## config.mk

```make
export PLATFORM = sky130hd
export DESIGN_NAME = opnd_fetch
export DESIGN_NICKNAME = d
export VERILOG_FILES = /design/src/rtl/opnd_fetch.sv
export SDC_FILE = /design/constraint.sdc
export NUM_CORES = 1
export LEC_CHECK = 0
export CAP_MARGIN = 20
export CORE_AREA = 2 2 261 263
export DETAILED_ROUTE_END_ITERATION = 10
export DIE_AREA = 0 0 263 265
export GPL_TIMING_DRIVEN = 0
export HOLD_SLACK_MARGIN = 0.05
export PLACE_DENSITY_LB_ADDON = 0.1
export SLEW_MARGIN = 20
export SYNTH_ARGS = -nofsm -noshare
export SYNTH_HDL_FRONTEND = slang
export SYNTH_SLANG_ARGS = --single-unit
```

## constraint.sdc

```tcl
create_clock -name clock -period 17.7 [get_ports clock]
set_input_delay 3.54 -clock clock [delete_from_list [all_inputs] [get_ports clock]]
set_output_delay 3.54 -clock clock [all_outputs]
set_load 0.005 [all_outputs]
```

## src/rtl/opnd_fetch.sv

```systemverilog
// Operand-fetch stage: one held decode entry, per-source bypass from NUM_FWD producers, CSR-write stall.
// Define OPND_FETCH_PERF_EN to build the stall_cnt_o / ldu_cnt_o performance counters.
module opnd_fetch #(
    parameter int XLEN      = 32,
    parameter int NUM_FWD   = 3,
    parameter int REG_AW    = 5,
    parameter int CSR_AW    = 12,
    parameter int PAYLOAD_W = 96
) (
    input  logic                      clock,
    input  logic                      reset,
    input  logic                      flush_i,
    input  logic                      in_valid_i,
    output logic                      in_ready_o,
    input  logic [XLEN-1:0]           in_pc_i,
    input  logic [REG_AW-1:0]         in_rs1_i,
    input  logic [REG_AW-1:0]         in_rs2_i,
    input  logic                      in_rs1_en_i,
    input  logic                      in_rs2_en_i,
    input  logic [CSR_AW-1:0]         in_csr_addr_i,
    input  logic                      in_csr_en_i,
    input  logic [PAYLOAD_W-1:0]      in_payload_i,
    output logic [REG_AW-1:0]         rf_rs1_o,
    output logic [REG_AW-1:0]         rf_rs2_o,
    input  logic [XLEN-1:0]           rf_rs1_data_i,
    input  logic [XLEN-1:0]           rf_rs2_data_i,
    output logic [CSR_AW-1:0]         csr_addr_o,
    input  logic [XLEN-1:0]           csr_data_i,
    input  logic [NUM_FWD-1:0]        fwd_valid_i,
    input  logic [NUM_FWD-1:0]        fwd_rd_we_i,
    input  logic [NUM_FWD*REG_AW-1:0] fwd_rd_i,
    input  logic [NUM_FWD-1:0]        fwd_data_rdy_i,
    input  logic [NUM_FWD*XLEN-1:0]   fwd_data_i,
    input  logic [NUM_FWD-1:0]        fwd_csr_we_i,
    input  logic [NUM_FWD*CSR_AW-1:0] fwd_csr_addr_i,
    output logic                      out_valid_o,
    input  logic                      out_ready_i,
    output logic [XLEN-1:0]           out_pc_o,
    output logic [XLEN-1:0]           out_rs1_val_o,
    output logic [XLEN-1:0]           out_rs2_val_o,
    output logic [XLEN-1:0]           out_csr_val_o,
`ifdef OPND_FETCH_PERF_EN
    output logic [31:0]               stall_cnt_o,
    output logic [31:0]               ldu_cnt_o,
`endif
    output logic [PAYLOAD_W-1:0]      out_payload_o
);

    logic                 valid_r;
    logic [XLEN-1:0]      pc_r;
    logic [REG_AW-1:0]    rs1_r;
    logic [REG_AW-1:0]    rs2_r;
    logic                 rs1_en_r;
    logic                 rs2_en_r;
    logic [CSR_AW-1:0]    csr_addr_r;
    logic                 csr_en_r;
    logic [PAYLOAD_W-1:0] payload_r;

    logic [XLEN:0]        rs1_res_s;
    logic [XLEN:0]        rs2_res_s;
    logic                 rs_stall_s;
    logic                 csr_stall_s;
    logic                 stall_s;
    logic                 fire_out_s;
    logic                 accept_s;
    logic                 load_s;
    logic                 valid_nxt_s;

    // Returns {stall, value}; the youngest matching producer wins, its data used only once final.
    function automatic logic [XLEN:0] resolve_src(
        input logic [REG_AW-1:0]         idx,
        input logic                      en,
        input logic [XLEN-1:0]           rf_data,
        input logic [NUM_FWD-1:0]        f_valid,
        input logic [NUM_FWD-1:0]        f_we,
        input logic [NUM_FWD*REG_AW-1:0] f_rd,
        input logic [NUM_FWD-1:0]        f_rdy,
        input logic [NUM_FWD*XLEN-1:0]   f_data
    );
        logic [XLEN:0] res;
        logic          hit;
        res = {1'b0, rf_data};
        hit = 1'b0;
        if ((idx == {REG_AW{1'b0}}) || !en) begin
            res = {(XLEN+1){1'b0}};
        end else begin
            for (int i = 0; i < NUM_FWD; i++) begin
                if (!hit && f_valid[i] && f_we[i] && (f_rd[i*REG_AW +: REG_AW] == idx)) begin
                    hit = 1'b1;
                    res = f_rdy[i] ? {1'b0, f_data[i*XLEN +: XLEN]} : {1'b1, {XLEN{1'b0}}};
                end else begin
                    hit = hit;
                end
            end
        end
        return res;
    endfunction

    // Operand resolution for both integer sources from the held entry.
    always_comb begin
        rs1_res_s = resolve_src(rs1_r, rs1_en_r, rf_rs1_data_i, fwd_valid_i, fwd_rd_we_i,
                                fwd_rd_i, fwd_data_rdy_i, fwd_data_i);
        rs2_res_s = resolve_src(rs2_r, rs2_en_r, rf_rs2_data_i, fwd_valid_i, fwd_rd_we_i,
                                fwd_rd_i, fwd_data_rdy_i, fwd_data_i);
    end

    // CSR reads wait for any in-flight write to the same address; there is no CSR bypass.
    always_comb begin
        csr_stall_s = 1'b0;
        for (int i = 0; i < NUM_FWD; i++) begin
            if (csr_en_r && fwd_valid_i[i] && fwd_csr_we_i[i] &&
                (fwd_csr_addr_i[i*CSR_AW +: CSR_AW] == csr_addr_r)) begin
                csr_stall_s = 1'b1;
            end else begin
                csr_stall_s = csr_stall_s;
            end
        end
    end

    assign rs_stall_s  = rs1_res_s[XLEN] || rs2_res_s[XLEN];
    assign stall_s     = valid_r && (rs_stall_s || csr_stall_s);
    assign out_valid_o = valid_r && !stall_s && !flush_i;
    assign fire_out_s  = out_valid_o && out_ready_i;
    assign in_ready_o  = !valid_r || fire_out_s;
    assign accept_s    = in_valid_i && in_ready_o;
    assign load_s      = accept_s && !flush_i;

    // Next-valid: flush beats accept, accept beats drain.
    always_comb begin
        valid_nxt_s = valid_r;
        if (flush_i) begin
            valid_nxt_s = 1'b0;
        end else if (accept_s) begin
            valid_nxt_s = 1'b1;
        end else if (fire_out_s) begin
            valid_nxt_s = 1'b0;
        end else begin
            valid_nxt_s = valid_r;
        end
    end

    // Entry valid flag.
    always_ff @(posedge clock or negedge reset) begin
        if (!reset) begin
            valid_r <= 1'b0;
        end else begin
            valid_r <= valid_nxt_s;
        end
    end

    // Entry contents carry no reset; they are only meaningful while valid_r is set.
    always_ff @(posedge clock) begin
        if (load_s) begin
            pc_r       <= in_pc_i;
            rs1_r      <= in_rs1_i;
            rs2_r      <= in_rs2_i;
            rs1_en_r   <= in_rs1_en_i;
            rs2_en_r   <= in_rs2_en_i;
            csr_addr_r <= in_csr_addr_i;
            csr_en_r   <= in_csr_en_i;
            payload_r  <= in_payload_i;
        end
    end

    assign rf_rs1_o      = rs1_r;
    assign rf_rs2_o      = rs2_r;
    assign csr_addr_o    = csr_addr_r;
    assign out_pc_o      = pc_r;
    assign out_payload_o = payload_r;
    assign out_rs1_val_o = rs1_res_s[XLEN-1:0];
    assign out_rs2_val_o = rs2_res_s[XLEN-1:0];
    assign out_csr_val_o = csr_data_i;

`ifdef OPND_FETCH_PERF_EN
    logic [31:0] stall_cnt_r;
    logic [31:0] ldu_cnt_r;

    // Stall and load-use counters; a load-use stall has no CSR component.
    always_ff @(posedge clock or negedge reset) begin
        if (!reset) begin
            stall_cnt_r <= 32'd0;
            ldu_cnt_r   <= 32'd0;
        end else if (stall_s && !flush_i) begin
            stall_cnt_r <= stall_cnt_r + 32'd1;
            ldu_cnt_r   <= csr_stall_s ? ldu_cnt_r : (ldu_cnt_r + 32'd1);
        end
    end

    assign stall_cnt_o = stall_cnt_r;
    assign ldu_cnt_o   = ldu_cnt_r;
`endif

endmodule

```

==> results.md, run 1 <==
- Status: complete, no violations
- Clock sinks: 154
- Synth unique cells: 47
- First-pass GRT wire length: 75900 um
- Top post-synthesis cells by area: edfxtp_1 56%, xnor2_1 4.9%, mux2i_1 4.0%
- CTS tree: yes
- Final hold vios: 0
- Worst R2R Setup Slack: 13.14 ns
- Ys Warns: 0
- Hold/Removal Path Class: flop to flop
- Die height: 265 um
- Post-synth top area share: 0.558
- Final Cell Area: 16400 um^2
- WHS: 0.715 ns
- Launch point of the worst reg-to-reg path: rf_rs1_o[0]
- Die area: 69700 um^2
- Max Clock Skew: 0.0146 ns
- Startpoint types: input pin
- Initial antenna violation count: 14
- Syn-to-layout area delta: 99.7%
- Final #Nets: 1777
- Post-Syn Instances: 704
- Post-synthesis net count: 1117
- TritonCTS buffer count: 17
- Register-to-Register Path Depth: 13
- Post-cts gate resize count: 0
- Final Non-Filler Cells: 2256
- H-tree Lvls: 4
- EDFF count, synth: 153
- Crit path capture type: output port
- Syn avg cell area: 11.7 um^2
- Bufs and invs on worst path: 3
- DP Wirelength: 46500 um
- Number of I/O port buffers: 628
- Critical-path top delay cell: a2111oi_1
- Row count: 95
- Worst-path clk slew: 0.07 ns
- VDD IR max: 69.3 uV
- Worst stage delay on the critical path: 0.89 ns
- Worst slew pin tran: 0.972 ns
- Unrepaired setup endpoints after global routing: no
- Fmax: 89.6 MHz
- WP data arrival: 7.63 ns
- Clock Tree Buf Depth: 2
- Placement Cell Area: 15800 um^2
- Post-CTS Repair Setup Buffers: 0
- Worst Hold End: valid_r
- Final Cycle Share: 0.631
- Final design utilization: 0.246
- Cell family with most CP delay: buffers and inverters
- Placeable core region: 66800 um^2
- CP required: 14.16 ns
- Worst flop-to-flop path endpoint: out_payload_o[16]
- Vias after detailed routing: 8835
- Hold Path Origin: valid_r
- Asr flop ratio synth: 0.00649
- Max_cap viols: 0
- Vias in the first global route: 9671
- Starting Density: 0.123
- Max-slew headroom: 0.350
- Mapped cell area: 8230 um^2
- Min cycle time layout: 11.17 ns
- Antenna-violating nets left: 0
- Layout cell share with drive strength beyond 1: 0.0683
- GRT overflow: 0
- Most used cell, CP: clkdlybuf4s50_1
- Clk root buf: clkbuf_16
- Hold-critical path depth: 3
- Avg Vias per Cell: 3.92
- Top FF cell, synth: edfxtp_1
- Ports: 661
- Hold Buf Count CTS: 0
- # setup viols final: 0
- Seq/Total Area, Yosys: 0.561
- Final Power: 0.00109 W
- PwrDens: 66.0 nW/um^2
- Critical Path, Cell by Cell: clkdlybuf4s50_1 -> xor2_1 -> nor3_1 -> nand4_1 -> a21oi_1 -> buf_2 -> a211oi_1 -> a2111oi_1 -> clkdlybuf4s50_1
- Die outline width: 263 um
- Routability cong.: 0.830
- Worst-skew pair later-pin latency: 0.45 ns
- WL/cell: 24.5 um
- Yosys top cell by area: edfxtp_1
- Remaining DRCs: 0
- Dpl cells: 2218
- Worst-path fanout max: 10
- Total GRT Usage: 0.155
- Largest net degree at the start of global routing: 17
- Routed WL: 55400 um
- Worst setup path category: input pin to output port
- Slew Viols, Final: 0
- Number of synthesized register bits: 154
- Leak: 5.76 nW
- First-pass DRT Iterations: 5
- Initial DRC Count: 411
## worst max-delay path by stage
stage,from,to,slack [ns],cells after the start
floorplan,fwd_rd_i[5],csr_addr_o[0],0.89,6
global placement,fwd_rd_i[2],out_payload_o[55],-7.82,7
detailed placement,fwd_rd_i[8],out_rs1_val_o[4],6.44,9
CTS,fwd_rd_i[8],out_rs1_val_o[4],6.44,9
global route,fwd_rd_i[8],out_rs1_val_o[8],6.43,9
finish,fwd_rd_i[8],out_rs1_val_o[8],6.53,9
## power breakdown
group | switching, W | total (W) | internal (W)
Sequential | 0.0000114 | 0.000440 | 0.000428
Combinational | 0.0000973 | 0.000260 | 0.000163
Clock | 0.000171 | 0.000385 | 0.000214
## worst min-delay path, stage by stage (launching register included)
cell and delay [ns]:
dfrtp_1 0.41, nor2_1 0.12, nor2_1 0.05, o41a_1 0.10
## cells in the mapped netlist, drive strengths merged, types with 2 or more instances
cell type	instances
edfxtp	153
nand3	52
xnor2	46
nand2	45
clkbuf	44
buf	42
o21ai	35
and2	33
mux2i	33
a32o	31
nor2	27
a21oi	24
a2111oi	20
a211oi	20
and3	20
xor2	20
nand4	12
a311o	11
nor3	4
nor4	4
or2	3
or3	3
or4	3
a31oi	2
o41ai	2
## logic make-up after synthesis
logic type	after synthesis	share of synthesized area
xor gates and xnor gates	66	0.0702
and+or+nand+nor	211	0.133
DFF	154	0.561
AOI/OAI and AO/OA	153	0.140
buffers and inverters	87	0.0556
muxes	33	0.0401
## metrics by stage
| step | worst slack, ns | TNS (ns) |
|---|---|---|
| floorplan | 0.891 | 0 |
| global placement | -7.82 | -1189.56 |
| detailed placement | 6.44 | 0 |
| CTS | 6.44 | 0 |
| global route | 6.43 | 0 |
| finish | 6.53 | 0 |
## cells in the final DEF (no fill, tap or decap), types with 9 or more instances in the layout
master | Yosys | final
nor2_1 | 27 | 27
clkdlybuf4s50_1 | 0 | 628
a311o_1 | 11 | 11
and2_1 | 33 | 33
nand2_1 | 45 | 45
o21ai_0 | 33 | 33
nand4_1 | 12 | 12
mux2i_1 | 33 | 33
buf_4 | 32 | 32
a21oi_1 | 24 | 24
clkbuf_16 | 0 | 17
nand3_1 | 52 | 52
buf_2 | 9 | 9
clkbuf_1 | 44 | 44
a211oi_1 | 20 | 20
xnor2_1 | 46 | 46
a32o_1 | 31 | 31
xor2_1 | 20 | 20
a2111oi_0 | 20 | 17
and3_1 | 20 | 20
edfxtp_1 | 153 | 153
## state kept, by name (all words and copies together), names as in the netlist
name,count
rs2_en_r,1
out_payload_o,96
out_pc_o,32
csr_en_r,1
csr_addr_o,12
valid_r,1
rs1_en_r,1
rf_rs1_o,5
rf_rs2_o,5
## routing by layer
| metal | routed length (um) | up-vias | GRT usage |
|---|---|---|---|
| met4 | 965 | 18 | 0.0411 |
| met1 | 19300 | 4250 | 0.152 |
| met5 | 117 | - | 0 |
| met2 | 29300 | 497 | 0.293 |
| met3 | 5700 | 60 | 0.0687 |
| li1 | - | 4010 | - |
## cell type report
| cell class | instances | area (um^2) |
|---|---|---|
| Clock buffer | 17 | 425 |
| Fill cell | 7114 | 50400 |
| Tap cell | 873 | 1090 |
| Sequential cell | 154 | 4620 |
| Multi-Input combinational cell | 463 | 3180 |
| Clock inverter | 15 | 179 |
| Timing Repair Buffer | 641 | 6470 |
| Inverter | 1 | 3.75 |
| Antenna cell | 6 | 15.0 |
| Buffer | 86 | 454 |
No activity file was read; power rests on OpenSTA's default activity.
==> run 2: changes to the inputs <==
--- a/config.mk
+++ b/config.mk
@@ -6,9 +6,9 @@
 export NUM_CORES = 1
 export LEC_CHECK = 0
 export CAP_MARGIN = 20
-export CORE_AREA = 2 2 261 263
+export CORE_AREA = 2 2 254 256
 export DETAILED_ROUTE_END_ITERATION = 10
-export DIE_AREA = 0 0 263 265
+export DIE_AREA = 0 0 256 258
 export GPL_TIMING_DRIVEN = 0
 export HOLD_SLACK_MARGIN = 0.05
 export PLACE_DENSITY_LB_ADDON = 0.1
==> constraint.sdc (replaced) <==
create_clock -name clock -period 9.7 [get_ports clock]
set_input_delay 1.94 -clock clock [delete_from_list [all_inputs] [get_ports clock]]
set_output_delay 1.94 -clock clock [all_outputs]
set_load 0.005 [all_outputs]
==> run 2 against run 1 <==
Via count decreased by 1.0%. Sequential power increased by 82%. Setup slack got worse by 4.7 ns. Global-route usage increased by 0.27 points. Non-clock buffer count unchanged. Die area decreased by 5.2%. Final cell count decreased by 0.98%. Wire length decreased by 3.0%.
==> results.md, run 2 (synthesis gave the netlist of run 1 again) <==
- Max reg flops: 96
- Final WS setup: 1.85 ns
- Clk root buf: clkbuf_16
- Startpoint types: input pin
- Fmax: 127 MHz
- Worst slack, placed: 1.53 ns
- CTS tree: yes
- WL/cell: 24.0 um
- Die area: 66000 um^2
- Final Cell Area: 16400 um^2
- Critical Path Stages: 9
- Routability cong.: 0.829
- Post-CTS Repair Setup Buffers: 0
- Leak: 5.76 nW
- First-pass DRT Iterations: 6
- Worst stage delay on the critical path: 0.94 ns
- Final Cycle Share: 0.809
- Initial DRC Count: 437
- Antenna-violating nets left: 0
- Worst slew pin tran: 1.02 ns
- Total GRT Usage: 0.157
- Post-cts gate resize count: 0
- Row count: 93
- Status: complete, no violations
- GRT overflow: 0
- Number of I/O port buffers: 628
- First-pass GRT wire length: 74400 um
- Crit path capture type: output port
- H-tree Lvls: 4
- Worst-path fanout max: 10
- Die height: 258 um
- Critical-path top delay cell: a2111oi_1
- Leading cell type in the layout, fill and taps excluded: clkdlybuf4s50_1
- Hold/Removal Path Class: flop to flop
- Unrepaired setup endpoints after global routing: no
- DP Wirelength: 45000 um
- Most used cell, CP: clkdlybuf4s50_1
- Worst-path clk slew: 0.07 ns
- Starting Density: 0.129
- Initial antenna violation count: 6
- Slew Viols, Final: 0
- Max_cap viols: 0
- Vias in the first global route: 9561
- TritonCTS buffer count: 17
- Routed WL: 53700 um
- Avg Vias per Cell: 3.91
- Syn-to-layout area delta: 99.6%
- Placement Cell Area: 15800 um^2
- PwrDens: 121 nW/um^2
- Largest net degree at the start of global routing: 17
- Clock sinks: 154
- Min cycle time layout: 7.85 ns
- Hold Buf Count CTS: 0
- WP data arrival: 5.91 ns
- Placeable core region: 63600 um^2
- VDD IR max: 93.3 uV
- Vias after detailed routing: 8743
- Die outline width: 256 um
- Hold-critical path depth: 3
- Critical Path, Cell by Cell: clkdlybuf4s50_1 -> xor2_1 -> nor3_1 -> nand4_1 -> a21oi_1 -> buf_2 -> a211oi_1 -> a2111oi_1 -> clkdlybuf4s50_1
- Max Clock Skew: 0.0139 ns
- Most frequent cells in the layout: 628 x clkdlybuf4s50_1, 153 x edfxtp_1, 52 x nand3_1
- CP required: 7.76 ns
- Worst-skew pair later-pin latency: 0.44 ns
- Register-to-Register Path Depth: 13
- Clock Tree Buf Depth: 2
- Max-slew headroom: 0.319
- # setup viols final: 0
- Layout cell share with drive strength beyond 1: 0.0683
- Cell family with most CP delay: buffers and inverters
- Worst setup path category: input pin to output port
- Final #Nets: 1777
- Bufs and invs on worst path: 3
- Final hold vios: 0
- Ports: 661
- Remaining DRCs: 0
[run 2: cell count changes in the layout (fill, tap and decap cells not counted), moves of 2 or more]
cell / previous run / this run
buf_6: 7 / 5
buf_8: 5 / 7
diode_2: 6 / 2
inv_6: 3 / 5
inv_8: 6 / 2
[run 2: routing by layer]
metal / part of all wire / up-vias / GRT usage
li1: - / 4002 / -
met3: 0.091 / 34 / 0.0628
met4: 0.010 / 10 / 0.0265
met1: 0.37 / 4252 / 0.167
met5: 0.0013 / - / 0
met2: 0.53 / 445 / 0.296
[run 2: final timing paths]
path                              from  slack (ns)           endpoint
max                        fwd_rd_i[8]        1.85   out_rs1_val_o[8]
min                            valid_r        0.69            valid_r
max reg2reg                rf_rs1_o[0]        5.14  out_payload_o[24]
min reg2reg                    valid_r        0.69            valid_r
max in group asynchronous        reset        7.96            valid_r
min in group asynchronous        reset        1.64            valid_r
[run 2: worst min-delay path: stages, from the launching register on]
cell and delay, ns:
dfrtp_1 0.40, nor2_1 0.11, nor2_1 0.05, o41a_1 0.10
[run 2: area by class of cell]
type                            instances  area (um^2)
Timing Repair Buffer                  641         6470
Clock inverter                         15          205
Inverter                                1         3.75
Buffer                                 86          454
Tap cell                              855         1070
Clock buffer                           17          425
Fill cell                            6750        47200
Sequential cell                       154         4620
Multi-Input combinational cell        463         3170
Antenna cell                            2         5.00
[run 2: report_power, final]
part           leakage, nW  switching (W)  total [W]  internal (W)
logic                 4.00       0.000175   0.000473      0.000298
clock network        0.302       0.000301   0.000717      0.000416
registers             1.46      0.0000208   0.000802      0.000781
[run 2: per-stage QoR]
| stage | utilization | instances | hold slack (ns) | TNS, ns | power, W |
|---|---|---|---|---|---|
| after floorplan | - | 704 | 0.619 | 0 | 0.000933 |
| after global placement | 0.245 | 2187 | 0.655 | -206.46 | 0.00129 |
| after detailed placement | 0.248 | 2200 | 0.674 | 0 | 0.00130 |
| after CTS | 0.258 | 2232 | 0.687 | 0 | 0.00204 |
| after global routing | 0.258 | 2232 | 0.740 | 0 | 0.00208 |
| final | 0.258 | 2234 | 0.686 | 0 | 0.00199 |
==> run 3: changes to the inputs <==
--- a/config.mk
+++ b/config.mk
@@ -6,9 +6,9 @@
 export NUM_CORES = 1
 export LEC_CHECK = 0
 export CAP_MARGIN = 20
-export CORE_AREA = 2 2 254 256
+export CORE_AREA = 2 2 261 263
 export DETAILED_ROUTE_END_ITERATION = 10
-export DIE_AREA = 0 0 256 258
+export DIE_AREA = 0 0 263 265
 export GPL_TIMING_DRIVEN = 0
 export HOLD_SLACK_MARGIN = 0.05
 export PLACE_DENSITY_LB_ADDON = 0.1
==> constraint.sdc (replaced) <==
create_clock -name clock -period 8 [get_ports clock]
set_input_delay 1.6 -clock clock [delete_from_list [all_inputs] [get_ports clock]]
set_output_delay 1.6 -clock clock [all_outputs]
set_load 0.005 [all_outputs]
==> run 3 against run 2 <==
First-iteration DRC count rose by 21%. Non-clock buffer count shrank 1. Largest power group unchanged. Combinational power grew 21%. Critical path depth stayed put. Worst hold slack got worse by 0.0050 ns. Die area increased by 5.5%. Flip-flop and latch count unchanged. Setup slack got worse by 1.3 ns. Via count rose by 0.57%. Sequential share of layout area increased by 0.092 points. Clock power increased by 15%.
==> results.md, run 3 (synthesis gave the netlist of run 1 again) <==
- Vias after detailed routing: 8793
- Row count: 95
- Final hold vios: 0
- GRT overflow: 0
- Ports: 661
- Die outline width: 263 um
- DP Wirelength: 45700 um
- Initial DRC Count: 528
- Unrepaired setup endpoints after global routing: no
- # setup viols final: 0
- Die area: 69700 um^2
- Max reg flops: 96
- Max_cap viols: 0
- Remaining DRCs: 0
- Startpoint types: input pin
- Final Power: 0.00237 W
- CTS tree: yes
- Post-CTS Repair Setup Buffers: 0
- Layout cell share with drive strength beyond 1: 0.0676
- Status: complete, no violations
- Placeable core region: 66800 um^2
- Hold-critical path depth: 3
- Min cycle time layout: 7.40 ns
- VDD IR max: 107 uV
- Hold/Removal Path Class: flop to flop
- Die height: 265 um
- Final Non-Filler Cells: 2253
- First-pass GRT wire length: 74700 um
- Routability cong.: 0.852
- WP data arrival: 5.80 ns
- Placement Cell Area: 15800 um^2
- Register-to-Register Path Depth: 11
- Most frequent cells in the layout: 628 x clkdlybuf4s50_1, 153 x edfxtp_1, 52 x nand3_1
- H-tree Lvls: 4
- Vias in the first global route: 9464
- Syn-to-layout area delta: 99.0%
- Clock sinks: 154
- Leading cell type in the layout, fill and taps excluded: clkdlybuf4s50_1
- Worst setup path category: input pin to output port
- WL/cell: 24.3 um
- Crit path capture type: output port
- Starting Density: 0.123
- Final design utilization: 0.245
- Number of I/O port buffers: 628
- Worst-skew pair later-pin latency: 0.44 ns
- Dpl cells: 2217
- Hold Buf Count CTS: 0
- Max Clock Skew: 0.0184 ns
- CP required: 6.40 ns
- Clock Tree Buf Depth: 2
- Leak: 5.74 nW
- Final Cycle Share: 0.925
- PwrDens: 145 nW/um^2
- First-pass DRT Iterations: 8
- Final Cell Area: 16400 um^2
- Worst-path fanout max: 10
- Final #Nets: 1776
- Clk root buf: clkbuf_16
- Worst slack, placed: 0.637 ns
- TritonCTS buffer count: 17
- Worst-path clk slew: 0.08 ns
- Antenna-violating nets left: 0
- Final WS setup: 0.598 ns
- Total GRT Usage: 0.152
- Initial antenna violation count: 17
- Max-slew headroom: 0.304
- Routed WL: 54800 um
- Worst slew pin tran: 1.04 ns
- Fmax: 135 MHz
- Slew Viols, Final: 0
- Largest net degree at the start of global routing: 19
- Post-cts gate resize count: 0
- Avg Vias per Cell: 3.90
run 3: cell type report:
| type | instances | area [um^2] |
|---|---|---|
| multi-input cells | 463 | 3170 |
| clock buffers | 17 | 425 |
| flip-flops and latches | 154 | 4620 |
| well taps | 873 | 1090 |
| inverters | 1 | 3.75 |
| fillers | 7164 | 50400 |
| clock inverters | 15 | 170 |
| diodes | 4 | 10.0 |
| repair buffers | 640 | 6430 |
| plain buffers | 86 | 454 |
run 3: critical path, cell delays in order:
cell and delay [ns]:
clkdlybuf4s50_1 0.45, xor2_1 0.18, nor3_1 0.62, nand4_1 0.43, a21oi_1 0.47, buf_2 0.40
a211oi_1 0.09, a2111oi_1 0.88, clkdlybuf4s50_1 0.67
run 3: path summary, 6_finish.rpt:
path                        startpoint                end  slack (ns)
max in group asynchronous        reset            valid_r        6.62
hold reg to reg                valid_r            valid_r        0.68
min in group asynchronous        reset            valid_r        1.29
setup reg to reg           rf_rs1_o[0]  out_payload_o[74]        3.57
hold / removal                 valid_r            valid_r        0.68
setup / recovery           fwd_rd_i[8]   out_rs1_val_o[4]        0.60
run 3: per-stage QoR:
| stage | hold slack (ns) | TNS, ns |
|---|---|---|
| after detailed placement | 0.667 | 0 |
| after global placement | 0.658 | -443.83 |
| after global routing | 0.759 | 0 |
| final | 0.681 | 0 |
| after floorplan | 0.619 | 0 |
| after CTS | 0.686 | 0 |
run 3: power breakdown:
group	leakage [nW]	switching [W]	internal (W)	total (W)
registers	1.46	0.0000250	0.000947	0.000972
clock network	0.293	0.000405	0.000422	0.000827
logic	3.98	0.000212	0.000358	0.000570
total	5.74	0.000643	0.00173	0.00237
run 3: per-layer routing:
layer	GRT usage	up-vias	routed length, um
met3	0.0654	69	5730
met5	0	-	137
met1	0.158	4155	19600
li1	-	4005	-
met2	0.280	542	28400
met4	0.0326	22	885
